**src/rtl/multi_cycle_pkg.sv**
```systemverilog
// Shared encodings for the multi-stage RV32I control unit: states, opcodes,
// ALU control codes and datapath mux selects.
package multi_cycle_pkg;

  localparam int unsigned STATE_W    = 4;
  localparam int unsigned ALU_CTRL_W = 4;
  localparam int unsigned OPCODE_W   = 7;

  typedef enum logic [STATE_W-1:0] {
    S_FETCH    = 4'd0,
    S_DECODE   = 4'd1,
    S_MEMADR   = 4'd2,
    S_MEMREAD  = 4'd3,
    S_MEMWB    = 4'd4,
    S_MEMWRITE = 4'd5,
    S_EXECR    = 4'd6,
    S_EXECI    = 4'd7,
    S_ALUWB    = 4'd8,
    S_BRANCH   = 4'd9,
    S_JAL      = 4'd10,
    S_JALR     = 4'd11,
    S_JALR2    = 4'd12,
    S_LUI      = 4'd13,
    S_AUIPC    = 4'd14,
    S_TRAP     = 4'd15
  } state_t;

  localparam logic [OPCODE_W-1:0] OP_LOAD   = 7'b0000011;
  localparam logic [OPCODE_W-1:0] OP_STORE  = 7'b0100011;
  localparam logic [OPCODE_W-1:0] OP_RTYPE  = 7'b0110011;
  localparam logic [OPCODE_W-1:0] OP_ITYPE  = 7'b0010011;
  localparam logic [OPCODE_W-1:0] OP_BRANCH = 7'b1100011;
  localparam logic [OPCODE_W-1:0] OP_JAL    = 7'b1101111;
  localparam logic [OPCODE_W-1:0] OP_JALR   = 7'b1100111;
  localparam logic [OPCODE_W-1:0] OP_LUI    = 7'b0110111;
  localparam logic [OPCODE_W-1:0] OP_AUIPC  = 7'b0010111;

  typedef enum logic [ALU_CTRL_W-1:0] {
    ALU_ADD  = 4'd0,
    ALU_SUB  = 4'd1,
    ALU_AND  = 4'd2,
    ALU_OR   = 4'd3,
    ALU_XOR  = 4'd4,
    ALU_SLT  = 4'd5,
    ALU_SLTU = 4'd6,
    ALU_SLL  = 4'd7,
    ALU_SRL  = 4'd8,
    ALU_SRA  = 4'd9
  } alu_ctrl_t;

  typedef enum logic [1:0] {
    RES_ALUOUT    = 2'b00,
    RES_DATA      = 2'b01,
    RES_ALURESULT = 2'b10
  } result_src_t;

  typedef enum logic [1:0] {
    SRCA_PC    = 2'b00,
    SRCA_OLDPC = 2'b01,
    SRCA_RS1   = 2'b10,
    SRCA_ZERO  = 2'b11
  } src_a_t;

  typedef enum logic [1:0] {
    SRCB_RS2  = 2'b00,
    SRCB_IMM  = 2'b01,
    SRCB_FOUR = 2'b10
  } src_b_t;

  typedef enum logic [1:0] {
    ALUOP_ADD   = 2'b00,
    ALUOP_SUB   = 2'b01,
    ALUOP_FUNCT = 2'b10
  } alu_op_t;

endpackage

```
**src/rtl/multi_cycle_control_fsm_alu_decoder.sv**
```systemverilog
// Maps the FSM's ALU operation class plus funct fields to an ALU control code.
module alu_decoder
  import multi_cycle_pkg::*;
(
  input  alu_op_t     alu_op,
  input  logic [2:0]  funct3,
  input  logic        funct7_5,
  input  logic        is_rtype,
  output alu_ctrl_t   alu_control
);

  always_comb begin
    alu_control = ALU_ADD;
    case (alu_op)
      ALUOP_SUB:   alu_control = ALU_SUB;
      ALUOP_FUNCT: begin
        case (funct3)
          3'b000:  alu_control = (is_rtype && funct7_5) ? ALU_SUB : ALU_ADD;
          3'b001:  alu_control = ALU_SLL;
          3'b010:  alu_control = ALU_SLT;
          3'b011:  alu_control = ALU_SLTU;
          3'b100:  alu_control = ALU_XOR;
          3'b101:  alu_control = funct7_5 ? ALU_SRA : ALU_SRL;
          3'b110:  alu_control = ALU_OR;
          default: alu_control = ALU_AND;
        endcase
      end
      default:     alu_control = ALU_ADD;
    endcase
  end

endmodule

```
**src/rtl/multi_cycle_control_fsm.sv**
```systemverilog
// Control FSM for the multi-stage RV32I core: sequences the shared datapath
// and drives every mux select and write enable, decoded from current state.
module multi_cycle_control_fsm
  import multi_cycle_pkg::*;
#(
  parameter bit MEM_WAIT_EN = 1'b1
) (
  input  logic       clk,
  input  logic       rst,
  input  logic [6:0] opcode,
  input  logic [2:0] funct3,
  input  logic       funct7_5,
  input  logic       branch_taken,
  input  logic       mem_ready,
  output logic       pc_write,
  output logic       adr_src,
  output logic       mem_write,
  output logic       ir_write,
  output logic       reg_write,
  output logic [1:0] result_src,
  output logic [1:0] alu_src_a,
  output logic [1:0] alu_src_b,
  output logic [3:0] alu_control,
  output logic       instr_retired,
  output logic       illegal,
  output logic [3:0] state_dbg
);

  state_t      state, state_nxt;
  result_src_t res_sel;
  src_a_t      src_a;
  src_b_t      src_b;
  alu_op_t     alu_op;
  alu_ctrl_t   alu_ctrl;
  logic        ready;
  logic        pc_update, branch;
  logic        mem_write_c, ir_write_c, reg_write_c, retired_c;

  assign ready = mem_ready | ~MEM_WAIT_EN;

  always_ff @(posedge clk) begin
    if (rst) begin
      state   <= S_FETCH;
      illegal <= 1'b0;
    end else begin
      state <= state_nxt;
      if (state == S_TRAP) illegal <= 1'b1;
    end
  end

  // Next-state and Moore decode; memory-facing enables qualified by ready.
  always_comb begin
    state_nxt   = state;
    adr_src     = 1'b0;
    res_sel     = RES_ALUOUT;
    src_a       = SRCA_PC;
    src_b       = SRCB_RS2;
    alu_op      = ALUOP_ADD;
    pc_update   = 1'b0;
    branch      = 1'b0;
    mem_write_c = 1'b0;
    ir_write_c  = 1'b0;
    reg_write_c = 1'b0;
    retired_c   = 1'b0;
    case (state)
      S_FETCH: begin
        src_b      = SRCB_FOUR;
        res_sel    = RES_ALURESULT;
        ir_write_c = ready;
        pc_update  = ready;
        if (ready) state_nxt = S_DECODE;
      end
      S_DECODE: begin
        src_a = SRCA_OLDPC;
        src_b = SRCB_IMM;
        case (opcode)
          OP_LOAD, OP_STORE: state_nxt = S_MEMADR;
          OP_RTYPE:          state_nxt = S_EXECR;
          OP_ITYPE:          state_nxt = S_EXECI;
          OP_BRANCH:         state_nxt = S_BRANCH;
          OP_JAL:            state_nxt = S_JAL;
          OP_JALR:           state_nxt = S_JALR;
          OP_LUI:            state_nxt = S_LUI;
          OP_AUIPC:          state_nxt = S_AUIPC;
          default:           state_nxt = S_TRAP;
        endcase
      end
      S_MEMADR: begin
        src_a     = SRCA_RS1;
        src_b     = SRCB_IMM;
        state_nxt = (opcode == OP_LOAD) ? S_MEMREAD : S_MEMWRITE;
      end
      S_MEMREAD: begin
        adr_src = 1'b1;
        if (ready) state_nxt = S_MEMWB;
      end
      S_MEMWB: begin
        res_sel     = RES_DATA;
        reg_write_c = 1'b1;
        retired_c   = 1'b1;
        state_nxt   = S_FETCH;
      end
      S_MEMWRITE: begin
        adr_src     = 1'b1;
        mem_write_c = ready;
        retired_c   = ready;
        if (ready) state_nxt = S_FETCH;
      end
      S_EXECR: begin
        src_a     = SRCA_RS1;
        alu_op    = ALUOP_FUNCT;
        state_nxt = S_ALUWB;
      end
      S_EXECI: begin
        src_a     = SRCA_RS1;
        src_b     = SRCB_IMM;
        alu_op    = ALUOP_FUNCT;
        state_nxt = S_ALUWB;
      end
      S_LUI: begin
        src_a     = SRCA_ZERO;
        src_b     = SRCB_IMM;
        state_nxt = S_ALUWB;
      end
      S_AUIPC: begin
        src_a     = SRCA_OLDPC;
        src_b     = SRCB_IMM;
        state_nxt = S_ALUWB;
      end
      S_ALUWB: begin
        reg_write_c = 1'b1;
        retired_c   = 1'b1;
        state_nxt   = S_FETCH;
      end
      S_BRANCH: begin
        src_a     = SRCA_RS1;
        alu_op    = ALUOP_SUB;
        branch    = 1'b1;
        retired_c = 1'b1;
        state_nxt = S_FETCH;
      end
      // ALUOut already holds the jump target from DECODE/JALR; link is OldPC+4.
      S_JAL, S_JALR2: begin
        src_a     = SRCA_OLDPC;
        src_b     = SRCB_FOUR;
        pc_update = 1'b1;
        state_nxt = S_ALUWB;
      end
      S_JALR: begin
        src_a     = SRCA_RS1;
        src_b     = SRCB_IMM;
        state_nxt = S_JALR2;
      end
      default: state_nxt = S_TRAP;
    endcase
  end

  alu_decoder u_alu_decoder (
    .alu_op      (alu_op),
    .funct3      (funct3),
    .funct7_5    (funct7_5),
    .is_rtype    (state == S_EXECR),
    .alu_control (alu_ctrl)
  );

  // Enables are suppressed while reset is held, whatever the state.
  assign pc_write      = ~rst & (pc_update | (branch & branch_taken));
  assign mem_write     = ~rst & mem_write_c;
  assign ir_write      = ~rst & ir_write_c;
  assign reg_write     = ~rst & reg_write_c;
  assign instr_retired = ~rst & retired_c;
  assign result_src    = res_sel;
  assign alu_src_a     = src_a;
  assign alu_src_b     = src_b;
  assign alu_control   = alu_ctrl;
  assign state_dbg     = state;

endmodule
```
**config.mk**
```make
export PLATFORM = sky130hd
export DESIGN_NAME = multi_cycle_control_fsm
export DESIGN_NICKNAME = d
export VERILOG_FILES = /design/src/rtl/multi_cycle_pkg.sv /design/src/rtl/multi_cycle_control_fsm_alu_decoder.sv /design/src/rtl/multi_cycle_control_fsm.sv
export SDC_FILE = /design/constraint.sdc
export NUM_CORES = 1
export LEC_CHECK = 0
export CORE_MARGIN = 5
export CORE_UTILIZATION = 47
export CTS_BUF_LIST = sky130_fd_sc_hd__clkbuf_8
export DETAILED_ROUTE_END_ITERATION = 7
export HOLD_SLACK_MARGIN = 0.05
export PLACE_DENSITY = 0.92
export SYNTH_ARGS = -nofsm -noshare
export SYNTH_HDL_FRONTEND = slang
export SYNTH_SLANG_ARGS = --single-unit
```
**constraint.sdc**
```tcl
create_clock -name clk -period 3.95 [get_ports clk]
set_clock_uncertainty 0.15 [all_clocks]
set_input_delay 0.5925 -clock clk [delete_from_list [all_inputs] [get_ports clk]]
set_output_delay 0.5925 -clock clk [all_outputs]
set_load 0.1 [all_outputs]
```
# Word level (Yosys, flattened, before mapping)
# Cells that the tools add are included.
# word_totals
register_bits,5
output_inout_bits,21
# op_classes
n_mux,21
eq_ne,35
bitwise,8
reduce_logical,15
# op_table
operator,n
4-bit one-hot mux with 8 select lines,2
"4-bit equality test, second input constant",8
4-bit one-hot mux with 7 select lines,1
"7-bit by 6-bit equality test with 1-bit output, second input constant",3
"7-bit equality test, second input constant",3
"4-bit by 3-bit equality test with 1-bit output, second input constant",4
"7-bit by 5-bit equality test with 1-bit output, second input constant",2
4-bit 2-to-1 mux,3
2-bit one-hot mux with 2 select lines,3
6-bit OR reduction,2
2-bit OR reduction,5
"3-bit equality test, second input constant",3
"4-bit by 2-bit equality test with 1-bit output, second input constant",2
4-bit one-hot mux with 2 select lines,1
"7-bit by 2-bit equality test with 1-bit output, second input constant",1
1-bit 2-to-1 mux,7
1-bit bitwise AND,6
"3-bit by 2-bit equality test with 1-bit output, second input constant",2
"2-bit != test, second input constant",3
2-bit one-hot mux with 3 select lines,1
3-bit OR reduction,2
5-bit OR reduction,1
"4-bit by 1-bit equality test with 1-bit output, second input constant",1
4-bit zero test,1
11 further kinds,12

# Depth between registers and ports, before layout
# Gate-level depths: netlist of the first run.
# logic_depth
ltp_word,5
ltp_mapped,8
ltp_nobuf,6

# Cells and area by module
# A second synthesis of the first run with hierarchy kept.
# hier_totals
hier_cells,128
hier_area_um2,928.4
# modules_own_cells
mod,cells_each,area_per_inst_um2,n_inst
multi_cycle_control_fsm,109,807.0,1
alu_decoder,19,121.4,1

# Worst setup path before layout of the first run
# Ideal clock, no wire load.
# synth_path
path_type,register to output
startpoint,reg state[3] (netlist: state_dbg[3])
endpoint,out reg_write
slack_ns,-1.145
t_arrival_ns,4.352
path_stages_with_launch,5
path_cell_list,dfxtp_1 -> buf_2 -> nand2b_1 -> and2_1 -> nor4_1
# synth_between
elab_chain_len,4
# synth_rtl
item,line,text
"start, declared",multi_cycle_control_fsm.sv:29,"state_t state, state_nxt;"
"start signal, assigned",multi_cycle_control_fsm.sv:46,state <= state_nxt;
4-bit equality test / 4-bit by 3-bit equality test with 1-bit output (equally long branches),multi_cycle_control_fsm.sv:65,case (state)
2-bit OR reduction (no source line) (*),-,
1-bit 2-to-1 mux (*),multi_cycle_control_fsm.sv:65,
1-bit bitwise AND (*),multi_cycle_control_fsm.sv:170,assign reg_write = ~rst & reg_write_c;
"end, declared",multi_cycle_control_fsm.sv:19,"output logic reg_write,"
# Every way passes the cells marked *; elsewhere a longest branch is shown, timed or not.

# Worst setup path after layout of the first run
# layout_path
startpoint,reg state[0] (netlist: state_dbg[0])
endpoint,out alu_control[3]
# layout_between
elab_chain_len,5
# layout_rtl
item,line,text
4-bit by 3-bit equality test with 1-bit output,multi_cycle_control_fsm.sv:65,
2-bit OR reduction (no source line),-,
2-bit one-hot mux with 2 select lines (*),multi_cycle_control_fsm.sv:65,
2-bit equality test / 2-bit by 1-bit equality test with 1-bit output (equally long branches),multi_cycle_control_fsm_alu_decoder.sv:14,case (alu_op)
4-bit one-hot mux with 2 select lines (*),multi_cycle_control_fsm_alu_decoder.sv:14,
"end, declared",multi_cycle_control_fsm.sv:23,"output logic [3:0] alu_control,"
# Marks and branches as above.

==> results of run 1 <==
==> worst register-to-register path, delay by kind of cell (launching register included) <==
kind,cells,cell delay (ns)
compound gates,2,0.49
flops,1,0.70
buf+inv,1,0.32
mux,1,0.33
==> final cells by class <==
cell class / count / area (um^2) / area share [%]
Clock buffer: 3 / 41.29 / 3.360
Clock inverter: 1 / 3.754 / 0.3055
Inverter: 8 / 30.03 / 2.444
Multi-Input combinational cell: 106 / 706.9 / 57.54
Sequential cell: 5 / 100.1 / 8.147
Tap cell: 25 / 31.28 / 2.546
Timing Repair Buffer: 36 / 315.3 / 25.66
==> registers in the layout (all words and copies together), names as in the netlist <==
| name | cells |
|---|---|
| illegal | 1 |
| state_dbg | 4 |
==> layout by cell type (no fill, tap or decap), drive strengths merged, types with 2 or more instances in the layout <==
master         instances
nor3                  10
and2                   2
clkdlybuf4s50         18
xnor2                  4
dfxtp                  5
nand2                  7
o31a                   3
clkbuf                 3
o21ai                  8
a21oi                  8
nand2b                 7
inv                    9
nand3                  6
nor2b                  4
nand4b                 2
o22ai                  3
buf                   18
a22o                   2
nor2                  15
nor3b                  2
ha                     2
==> through the flow <==
stage	cell area (um^2)	cells
floorplan	890.9	130
global placement	1184	180
detailed placement	1184	180
CTS	1229	184
global route	1229	184
finish	1229	184
==> worst paths after layout <==
check | cells after the start | endpoint | from
setup / recovery | 7 | alu_control[3] | state_dbg[0]
hold / removal | 2 | illegal | illegal
setup reg to reg | 4 | state_dbg[0] | state_dbg[0]
hold reg to reg | 2 | illegal | illegal
==> metal layers <==
| metal | GRT usage, % | up-vias | wire (um) |
|---|---|---|---|
| li1 | - | 533 | - |
| met1 | 20.99 | 470 | 1067 |
| met2 | 35.54 | 40 | 1364 |
| met3 | 2.849 | 2 | 143 |
| met4 | 7.660 | 0 | 21 |
| met5 | 0 | - | 0 |
==> logic make-up after synthesis <==
group,Yosys count
AOI/OAI and AO/OA,36
DFF,5
xor gates and xnor gates,5
and+or+nand+nor,61
muxes,2
buffers and inverters,19
adders and majority gates,2
==> impl_metrics.env, run 1 <==
export IMPL_floorplan_core_area_um2=1727
export IMPL_layout_drive_gt1_share_pct=20.13
export IMPL_fin_ws_ns=0.6440
export IMPL_synth_xor_xnor_area_share_pct=5.162
export IMPL_worst_hold_slack_ns=0.3126
export IMPL_synth_top_cells_by_count="sky130_fd_sc_hd__nor2_1, sky130_fd_sc_hd__nor3_1, sky130_fd_sc_hd__a21oi_1, sky130_fd_sc_hd__inv_1, sky130_fd_sc_hd__o21ai_0"
export IMPL_postSynth_topFlopCell="sky130_fd_sc_hd__dfxtp_1"
export IMPL_yosys_area_share_adder_pct=2.950
export IMPL_clockBufferDepth=2
export IMPL_critical_path_top_delay_family="simple AND/OR/NAND/NOR gates"
export IMPL_yosysTopAreaCell="sky130_fd_sc_hd__dfxtp_1"
export IMPL_die_x_um=52.49
export IMPL_rows=15
export IMPL_ys_seq_area_share_pct=11.80
export IMPL_num_io_pins=36
export IMPL_clk_latency_ns=0.22
export IMPL_place_congestion=0.8528
export IMPL_numCtsBuffers=3
export IMPL_tritoncts_num_sinks=5
export IMPL_grt_util_all_layers_pct=19.02
export IMPL_timing_final_hold_violations=0
export IMPL_route_detailed_drc=0
export IMPL_synth_top_cell_area_share_pct=11.80
export IMPL_finish_net_count=177
export IMPL_synth_edf_count=0
export IMPL_slowest_stage="sky130_fd_sc_hd__dfxtp_1"
export IMPL_critPathMaxStageDelay_ns=0.70
export IMPL_synth_fp_nets=147
export IMPL_worst_path_max_fanout=19
export IMPL_postSynthRegisterBits=5
export IMPL_grt_max_degree=21
export IMPL_cts_hold_repair_buffers=0
export IMPL_number_of_antenna_violations_at_the_first_check_in_global_routing=0
export IMPL_ctsResizeCount=0
export IMPL_cap_viol_max_count=0
export IMPL_drt_wirelength_per_cell_um=14.11
export IMPL_run_status="completed"
export IMPL_timing_critical_path_arrival_ns=2.56
export IMPL_yosysMostFrequentCell="sky130_fd_sc_hd__nor2_1"
export IMPL_grt_remaining_overflow=0
export IMPL_drt_iter0_drc=30
export IMPL_fillerInstances=158
export IMPL_antenna_cells=0
export IMPL_routed_wirelength_um=2596
export IMPL_timing_setup_critical_path_class="reg2out"
export IMPL_initial_core_util_pct=49.13
export IMPL_vias_in_the_first_global_route=962
export IMPL_timing_final_crit_share_pct=83.70
export IMPL_slew_at_the_pin_closest_to_its_max_slew_limit_ns=1.006
export IMPL_synthesis_yosys_warnings=0
export IMPL_post_synth_num_cell_types=42
export IMPL_port_buffers=35
export IMPL_synth_mux_area_share_pct=2.950
export IMPL_crit_path_start_kind="flip-flop"
export IMPL_avgSynthCellArea_um2=6.525
export IMPL_crit_path_end_kind="primary output"
export IMPL_synth_area_leaders="sky130_fd_sc_hd__dfxtp_1, sky130_fd_sc_hd__nor2_1, sky130_fd_sc_hd__nor3_1, sky130_fd_sc_hd__nand2b_1, sky130_fd_sc_hd__a21oi_1"
export IMPL_die_h_um=52.49
export IMPL_compound_cell_area_share_of_the_yosys_netlist_pct=28.76
export IMPL_synthesis_area_um2=848.3
export IMPL_async_flop_share_pct=0
export IMPL_vias=1045
export IMPL_ctsHtreeMaxLevel=1
export IMPL_post_cts_buffers=0
export IMPL_ctsRootBufferMaster="sky130_fd_sc_hd__clkbuf_8"
export IMPL_dieArea_um2=2755
export IMPL_syn_instance_count=130
export IMPL_first_pass_iteration_count_of_the_detailed_router=4
export IMPL_worstHoldPathType="reg2reg"
export IMPL_worst_r2r_setup_slack_ns=1.87
export IMPL_cp_required_ns=3.21
export IMPL_path_cells="nand2b_1 -> nor2_1 -> inv_1 -> ha_1 -> nand2b_1 -> nor3_4 -> buf_4"
export IMPL_finalSetupTns_ns=0
export IMPL_antenna_left=0
export IMPL_yosys_area_share_simple_pct=38.50
export IMPL_critical_path_buf_inv_count=2
export IMPL_fin_util_pct=71.16
export IMPL_cts_reportedPaths_clkPinSlew_ns=0.04
export IMPL_area_growth_pct=44.84
export IMPL_hpwl_um=1982
export IMPL_final_period_minus_worst_setup_slack_ns=3.306
export IMPL_max_slew_margin_pct=32.73
export IMPL_grt_first_pass_wirelength_um=4036
export IMPL_critical_path_most_common_cell="sky130_fd_sc_hd__nand2b_1"
export IMPL_unrepaired_setup_endpoints_after_global_routing="false"
export IMPL_synth_top_family_by_area="simple AND/OR/NAND/NOR gates"
export IMPL_finalMaxSlewViolations=0
export IMPL_preCtsSetupSlack_ns=0.9051
export IMPL_via_per_inst=5.679
export IMPL_achievable_frequency_mhz=302.5
export IMPL_finalSetupViolations=0
export IMPL_tritoncts="yes"
Power of run 1 is not shown: default switching activity piles up to over one toggle a cycle in this logic, so the estimate is an artifact.
==> run 2: changes to the inputs <==
--- a/config.mk
+++ b/config.mk
@@ -6,11 +6,11 @@
 export NUM_CORES = 1
 export LEC_CHECK = 0
 export CORE_MARGIN = 5
-export CORE_UTILIZATION = 47
+export CORE_UTILIZATION = 39
 export CTS_BUF_LIST = sky130_fd_sc_hd__clkbuf_8
 export DETAILED_ROUTE_END_ITERATION = 7
 export HOLD_SLACK_MARGIN = 0.05
-export PLACE_DENSITY = 0.92
+export PLACE_DENSITY = 0.82
 export SYNTH_ARGS = -nofsm -noshare
 export SYNTH_HDL_FRONTEND = slang
 export SYNTH_SLANG_ARGS = --single-unit
==> constraint.sdc (replaced) <==
create_clock -name clk -period 2.75 [get_ports clk]
set_clock_uncertainty 0.15 [all_clocks]
set_input_delay 0.4125 -clock clk [delete_from_list [all_inputs] [get_ports clk]]
set_output_delay 0.4125 -clock clk [all_outputs]
set_load 0.1 [all_outputs]
==> run 2 against run 1 <==
Compared with the run above: count of clock-buffer cells in the layout unchanged; register-to-register slack got worse by 0.93 ns; sequential share of layout area decreased by 0.48 points; core utilization increased by 3.1 points; non-clock buffer count increased by 2; via count increased by 1.2%; critical path type unchanged; critical endpoint unchanged; largest cell class unchanged.
==> impl_metrics.env, run 2 (synthesized netlist as in run 1, its figures left out) <==
export IMPL_tritoncts="yes"
export IMPL_cts_hold_repair_buffers=0
export IMPL_vias=1058
export IMPL_floorplan_core_area_um2=2022
export IMPL_layout_drive_gt1_share_pct=34.78
export IMPL_timing_critical_path_arrival_ns=1.99
export IMPL_die_x_um=56.64
export IMPL_initial_core_util_pct=41.96
export IMPL_worst_path_max_fanout=19
export IMPL_route_detailed_drc=0
export IMPL_timing_setup_critical_path_class="reg2out"
export IMPL_hp_start="illegal"
export IMPL_cts_reportedPaths_clkPinSlew_ns=0.03
export IMPL_tritoncts_num_sinks=5
export IMPL_worstReg2RegStart="state_dbg[1]"
export IMPL_via_per_inst=5.628
export IMPL_clk_latency_ns=0.22
export IMPL_grt_remaining_overflow=0
export IMPL_finalInstanceArea_um2=1501
export IMPL_routed_wirelength_um=2724
export IMPL_die_h_um=56.64
export IMPL_largest_register_ffs=4
export IMPL_run_status="completed"
export IMPL_path_cells="nand2b_1 -> nor2_2 -> inv_1 -> ha_4 -> nand2b_4 -> nor3_4 -> buf_12"
export IMPL_crit_path_start_kind="flip-flop"
export IMPL_antenna_left=0
export IMPL_numCtsBuffers=3
export IMPL_fin_ws_ns=0.1976
export IMPL_slew_at_the_pin_closest_to_its_max_slew_limit_ns=0.4944
export IMPL_timing_final_crit_share_pct=92.82
export IMPL_cp_required_ns=2.19
export IMPL_critPathMaxStageDelay_ns=0.47
export IMPL_timing_final_hold_violations=0
export IMPL_final_period_minus_worst_setup_slack_ns=2.552
export IMPL_finalSetupViolations=0
export IMPL_slowest_stage="sky130_fd_sc_hd__dfxtp_4"
export IMPL_port_buffers=35
export IMPL_unrepaired_setup_endpoints_after_global_routing="false"
export IMPL_hpwl_um=2140
export IMPL_preCtsSetupSlack_ns=0.4250
export IMPL_area_growth_pct=76.99
export IMPL_grt_max_degree=21
export IMPL_drt_iter0_drc=26
export IMPL_first_pass_iteration_count_of_the_detailed_router=4
export IMPL_number_of_antenna_violations_at_the_first_check_in_global_routing=0
export IMPL_antenna_cells=0
export IMPL_cap_viol_max_count=0
export IMPL_worst_hold_slack_ns=0.2932
export IMPL_layout_cells_most_common="sky130_fd_sc_hd__clkdlybuf4s50_1"
export IMPL_finish_net_count=179
export IMPL_post_dp_cell_area_um2=1456
export IMPL_worstHoldPathType="reg2reg"
export IMPL_grt_util_all_layers_pct=17.29
export IMPL_ctsRootBufferMaster="sky130_fd_sc_hd__clkbuf_8"
export IMPL_achievable_frequency_mhz=391.8
export IMPL_ctsResizeCount=0
export IMPL_crit_path_end_kind="primary output"
export IMPL_commonest_cells_after_routing_fill_and_taps_aside="sky130_fd_sc_hd__clkdlybuf4s50_1, sky130_fd_sc_hd__buf_4, sky130_fd_sc_hd__buf_12"
export IMPL_grt_first_pass_wirelength_um=4457
export IMPL_place_congestion=0.8287
export IMPL_drt_wirelength_per_cell_um=14.49
export IMPL_startpoint="state_dbg[0]"
export IMPL_vias_in_the_first_global_route=965
export IMPL_ctsHtreeMaxLevel=1
export IMPL_critical_path_top_delay_family="simple AND/OR/NAND/NOR gates"
export IMPL_finalMaxSlewViolations=0
export IMPL_rows=16
export IMPL_clockBufferDepth=2
export IMPL_dieArea_um2=3208
export IMPL_post_cts_buffers=0
export IMPL_critical_path_buf_inv_count=2
export IMPL_max_slew_margin_pct=66.92
export IMPL_num_io_pins=36
export IMPL_fin_util_pct=74.26
## run 2: final timing paths
| kind | endpoint | slack (ns) | cells after the start |
|---|---|---|---|
| min reg2reg | illegal | 0.29 | 2 |
| min | illegal | 0.29 | 2 |
| max reg2reg | state_dbg[0] | 0.94 | 5 |
| max | alu_control[3] | 0.20 | 7 |
## run 2: worst min-delay path: stages (launching register included)
cell,delay [ns]
sky130_fd_sc_hd__dfxtp_1,0.30
sky130_fd_sc_hd__inv_1,0.05
sky130_fd_sc_hd__a21oi_1,0.05
## run 2: layout make-up
class	instances	area (um^2)
clock inverters	1	3.754
clock buffers	3	41.29
repair buffers	38	457.9
fillers	159	520.5
flip-flops and latches	5	115.1
multi-input cells	106	819.5
inverters	8	30.03
well taps	27	33.78
## run 2: routing by layer
layer / up-vias / global-route usage, % / routed length, um
met5: - / 0 / 0
met4: 0 / 7.119 / 50
met3: 4 / 4.587 / 195
met2: 41 / 30.03 / 1380
met1: 482 / 19.73 / 1098
li1: 531 / - / -
## run 2: per-stage QoR
step,setup TNS [ns],std cells
2_1_floorplan,-0.09200,130
3_3_place_gp,0,184
4_1_cts,0,188
5_1_grt,0,188
6_report,0,188
3_5_place_dp,0,184
Power of run 2 is left out for the same reason.
